==> config.mk <==
export PLATFORM = sky130hd
export DESIGN_NAME = uart_word_sequencer
export DESIGN_NICKNAME = d
export VERILOG_FILES = /design/src/rtl/uart_word_sequencer.sv
export SDC_FILE = /design/constraint.sdc
export NUM_CORES = 1
export LEC_CHECK = 0
export BUFFER_PORTS_ARGS = -buffer_cell sky130_fd_sc_hd__clkbuf_2
export CAP_MARGIN = 40
export CORE_MARGIN = 3
export CORE_UTILIZATION = 45
export DETAILED_ROUTE_END_ITERATION = 10
export PLACE_DENSITY = 0.75
export SLEW_MARGIN = 10
export SYNTH_ARGS = -nofsm -noshare
export SYNTH_HDL_FRONTEND = slang
export SYNTH_SLANG_ARGS = --single-unit
==> constraint.sdc <==
create_clock -name clk -period 2 [get_ports clk]
set_input_delay 0.1 -clock clk [delete_from_list [all_inputs] [get_ports clk]]
set_output_delay 0.1 -clock clk [all_outputs]
set_load 0.1 [all_outputs]
==> src/rtl/uart_word_sequencer.sv <==
// Sends a 16-bit display word to the UART transmitter as two bytes, high byte first,
// pacing each byte from Tx_BUSY and flagging a transmitter that never starts.
module uart_word_sequencer #(
  parameter int GAP_CYCLES    = 16,
  parameter int START_TIMEOUT = 64
) (
  input  logic        clk,
  input  logic        reset,
  input  logic [15:0] word_in,
  input  logic        send,
  output logic        ready,
  output logic [7:0]  Tx_DATA,
  output logic        Tx_WR,
  output logic        Tx_EN,
  input  logic        Tx_BUSY,
  output logic        done,
  output logic        timeout_err
);

  localparam int CNT_MAX = (GAP_CYCLES > START_TIMEOUT) ? GAP_CYCLES : START_TIMEOUT;
  localparam int CNT_W   = (CNT_MAX < 2) ? 1 : $clog2(CNT_MAX + 1);

  localparam logic [CNT_W-1:0] START_LAST = CNT_W'(START_TIMEOUT - 1);
  localparam logic [CNT_W-1:0] GAP_LAST   = CNT_W'((GAP_CYCLES > 0) ? GAP_CYCLES - 1 : 0);
  localparam logic [CNT_W-1:0] CNT_SAT    = '1;

  localparam logic [3:0] S_IDLE     = 4'd0;
  localparam logic [3:0] S_HI_WR    = 4'd1;
  localparam logic [3:0] S_HI_START = 4'd2;
  localparam logic [3:0] S_HI_WAIT  = 4'd3;
  localparam logic [3:0] S_GAP      = 4'd4;
  localparam logic [3:0] S_LO_WR    = 4'd5;
  localparam logic [3:0] S_LO_START = 4'd6;
  localparam logic [3:0] S_LO_WAIT  = 4'd7;
  localparam logic [3:0] S_DONE     = 4'd8;
  localparam logic [3:0] S_ABORT    = 4'd9;

  logic [3:0]       r_state;
  logic [3:0]       w_state_next;
  logic [CNT_W-1:0] r_cnt;
  logic [15:0]      r_word;
  logic [7:0]       r_tx_data;
  logic             r_timeout_err;
  logic             w_accept;

  assign w_accept = send && (r_state == S_IDLE);

  always_comb begin
    w_state_next = r_state;
    case (r_state)
      S_IDLE:     if (send) w_state_next = S_HI_WR;
      S_HI_WR:    w_state_next = S_HI_START;
      // Busy wins over the timeout on the last allowed START cycle.
      S_HI_START: begin
        if (Tx_BUSY)                  w_state_next = S_HI_WAIT;
        else if (r_cnt >= START_LAST) w_state_next = S_ABORT;
      end
      S_HI_WAIT:  if (!Tx_BUSY) w_state_next = (GAP_CYCLES == 0) ? S_LO_WR : S_GAP;
      S_GAP:      if (r_cnt >= GAP_LAST) w_state_next = S_LO_WR;
      S_LO_WR:    w_state_next = S_LO_START;
      S_LO_START: begin
        if (Tx_BUSY)                  w_state_next = S_LO_WAIT;
        else if (r_cnt >= START_LAST) w_state_next = S_ABORT;
      end
      S_LO_WAIT:  if (!Tx_BUSY) w_state_next = S_DONE;
      S_DONE:     w_state_next = S_IDLE;
      S_ABORT:    w_state_next = S_IDLE;
      default:    w_state_next = S_IDLE;
    endcase
  end

  always_ff @(posedge clk) begin
    if (!reset) begin
      r_state       <= S_IDLE;
      r_cnt         <= '0;
      r_word        <= 16'hFFFF;
      r_tx_data     <= 8'h00;
      r_timeout_err <= 1'b0;
    end else begin
      r_state <= w_state_next;

      // Counter restarts on every state change and saturates rather than wrapping.
      if (w_state_next != r_state) begin
        r_cnt <= '0;
      end else if (r_cnt != CNT_SAT) begin
        r_cnt <= r_cnt + CNT_W'(1);
      end

      if (w_accept) begin
        r_word        <= word_in;
        r_tx_data     <= word_in[15:8];
        r_timeout_err <= 1'b0;
      end else if (w_state_next == S_LO_WR && r_state != S_LO_WR) begin
        r_tx_data <= r_word[7:0];
      end

      if (r_state == S_ABORT) begin
        r_timeout_err <= 1'b1;
      end
    end
  end

  assign ready       = (r_state == S_IDLE);
  assign Tx_WR       = (r_state == S_HI_WR) || (r_state == S_LO_WR);
  assign Tx_EN       = (r_state != S_IDLE) && (r_state != S_ABORT);
  assign done        = (r_state == S_DONE);
  assign Tx_DATA     = r_tx_data;
  assign timeout_err = r_timeout_err;

endmodule
==> impl_metrics.json <==
{
  "status": "completed",
  "tns_ns": 0,
  "synth.ff_latch_count": 28,
  "min_path_type": "input port to flip-flop",
  "critical_path.cell_chain": "nor4b_2 -> buf_2",
  "cts_setup_buffers": 0,
  "worst_path_largest_cell_delay_ns": 0.67,
  "ys_async_sr_fraction": 0,
  "crit_buf_inv": 1,
  "drt_drc_violations_left": 0,
  "synth_area_leaders": "dfxtp_1 (40%), nand2_1 (8.9%), a311oi_1 (5.7%)",
  "post-route-period-util": 0.935,
  "slowest_stage": "dfxtp_1",
  "switching_power_mw": 0.598,
  "synth_largest_area_cell": "dfxtp_1",
  "grt_pass1_vias": 1257,
  "synth_xor_area_frac": 0.0252,
  "io_buffers": 32,
  "antenna_found_initial": 0,
  "synth_fp_nets": 180,
  "final-hold-violation-count": 0,
  "cp.arrival_ns": 1.77,
  "ys.flop_type": "dfxtp_1",
  "ios": 33,
  "comb_power_share": 0.354,
  "synthAdderAreaFrac": 0.00899,
  "stdcell_area_mm2": 0.00166,
  "dr.pass1.iters": 4,
  "cts_sinks": 28,
  "yosys.area_share.simple": 0.302,
  "crit_path_start_kind": "flip-flop",
  "worstSetupEndpointType": "output pin",
  "h-tree-depth": 1,
  "dieHeight_um": 61.6,
  "n_antenna_cell": 0,
  "finalSetupViolCount": 0,
  "clock-skew-final_ns": 0.00570,
  "synth_area_mm2": 0.00139,
  "rsz0062_at_grt": "false",
  "nets": 218,
  "die_area_mm2": 0.00380,
  "ys_seq_area_frac": 0.403,
  "worstSetupPathType": "flip-flop to output pin",
  "viasPerCell": 5.93,
  "swShare": 0.414,
  "yosysUniqueCellTypes": 40,
  "p_leak_nw": 0.693,
  "gp_congestion": 0.837,
  "core_area_mm2": 0.00285,
  "clk_path_buf_depth": 2,
  "crit_family": "flip-flops",
  "cts_made_buffers": 3,
  "hp-start": "word_in[13]",
  "final_layout_size_suffix_gt1_frac": 0.260,
  "cts_tree": "yes",
  "worstSkewPairLatency_ns": 0.32,
  "avgSynthCellArea_um2": 8.75,
  "num_vias": 1347,
  "cp_max_fo": 11,
  "synth_compound_area_frac": 0.190,
  "timing.rr.end": "r_cnt[5]",
  "grt_max_degree": 16,
  "initial_core_util": 0.488,
  "period_minus_slack_ns": 1.87,
  "whs_endpoint": "Tx_DATA[5]",
  "timing.fmax_mhz": 535,
  "synth_top_area_share": 0.403,
  "areaGrowthSynthToFinish_pct": 19.2,
  "powerDensity_mw_per_mm2": 872,
  "seqPwrFrac": 0.454,
  "die_w_um": 61.6,
  "reg2regPathDepth": 4,
  "drv_slew": 0,
  "grt_usage": 0.193,
  "routed_wirelength_mm": 3.34,
  "clk_pin_slew_worst_paths_ns": 0.15,
  "clkPwrFrac": 0.192,
  "cts_root_buf": "clkbuf_4",
  "synth_top_family_by_area": "simple AND/OR/NAND/NOR gates",
  "grt_overflow_total": 0,
  "synthMuxAreaShare": 0.00719,
  "syn_inst": 159,
  "postPlaceCellArea_mm2": 0.00154,
  "min_path_cells": 3,
  "r2r_start": "r_state[1]",
  "synth_edf_count": 0,
  "rows": 19,
  "reg2reg_slack_ns": 0.19,
  "vdd_ir_drop_max_v": 0.000580,
  "drtIter0Drc": 78,
  "power.internal_mw": 0.848,
  "wl_per_cell_um": 14.7,
  "cap_violations": 0,
  "worstMarginPinSlew_ns": 0.545,
  "crit_required_ns": 1.90,
  "grt_pass1_wl_mm": 5.59,
  "hpwl_mm": 2.35,
  "ys_warn_count": 0,
  "antenna_left": 0,
  "slew_headroom": 0.638
}
==> final cells by class <==
class                   count  area [um^2]
fillers                   267         1190
multi-input cells         119          754
flip-flops and latches     28          562
repair buffers             42          255
well taps                  31         38.8
clock buffers               4         36.3
inverters                   3         11.3
==> power groups by stage <==
stage | Combinational [mW] | Clock, mW | Sequential (mW)
finish | 0.512 | 0.278 | 0.657
global route | 0.548 | 0.297 | 0.665
CTS | 0.512 | 0.277 | 0.655
detailed placement | 0.499 | 0 | 0.667
global placement | 0.490 | 0 | 0.663
floorplan | 0.279 | 0 | 0.809
==> layer usage <==
| metal | track usage | share of wire | vias up |
|---|---|---|---|
| li1 | - | - | 653 |
| met2 | 0.338 | 0.51 | 36 |
| met5 | 0 | 0 | - |
| met3 | 0.0273 | 0.035 | 6 |
| met1 | 0.242 | 0.44 | 652 |
| met4 | 0.0606 | 0.012 | 0 |
==> synth_stat cells, types with 2 or more instances <==
cell type	count
buf_2	4
nor2_1	4
nor3_1	9
and2_1	2
o21a_1	2
a21oi_1	14
a211oi_1	2
inv_1	2
nand3_1	12
dfxtp_1	28
nor2b_1	3
nor4_4	2
a21o_1	3
xnor2_1	4
buf_6	3
a311oi_1	9
nand2_1	33
==> cell families (layout without fill, tap and decap cells) <==
family / after synthesis / in the layout
buf+inv: 12 / 49
xor+xnor: 4 / 4
simple gates: 76 / 76
mux: 1 / 1
fa+ha+maj: 1 / 1
flops: 28 / 28
compound gates: 37 / 37
==> placed cells by master, fill, tap and decap left out, types with 4 or more instances in the layout <==
cell,n
xnor2_1,4
a311oi_1,9
nor2_1,4
dlygate4sd3_1,8
a21oi_1,14
nand3_1,12
nor3_1,8
dfxtp_1,27
clkbuf_2,31
nand2_1,33
==> registers in the layout (all words and copies together), names as in the netlist <==
register / count
r_word: 8
r_cnt: 7
timeout_err: 1
Tx_DATA: 8
r_state: 4
==> timing repair <==
item | 4_1_cts | 5_1_grt
hold endpoints to repair | 8 | 0
setup endpoints to repair | 0 | 10
hold buffers | 8 | 0
resized for setup | 0 | 3
==> per-stage QoR <==
step	std cells	total power [mW]	worst slack, ns	hold WS [ns]	util
2_1_floorplan	159	1.09	-0.395	0.224	-
3_3_place_gp	215	1.15	0.267	0.308	0.539
3_5_place_dp	215	1.17	0.161	0.315	0.539
4_1_cts	227	1.44	0.0869	0.00236	0.580
5_1_grt	227	1.51	0.0170	0.0102	0.581
6_report	227	1.45	0.130	0.00177	0.581
==> worst min-delay path, stage by stage <==
cell	delay, ns
clkbuf_2	0.08
nand2_1	0.04
a311oi_1	0.07
==> worst max-delay path by stage <==
stage | startpoint | end | slack (ns) | depth (start not counted)
2_1_floorplan | r_state[1] | Tx_DATA[6] | -0.40 | 7
3_3_place_gp | r_state[3] | Tx_DATA[6] | 0.27 | 4
3_5_place_dp | r_state[3] | Tx_DATA[2] | 0.16 | 4
4_1_cts | r_state[0] | Tx_WR | 0.09 | 3
5_1_grt | r_state[3] | done | 0.02 | 2
6_report | r_state[3] | done | 0.13 | 2
No activity file was read; power rests on OpenSTA's default activity.
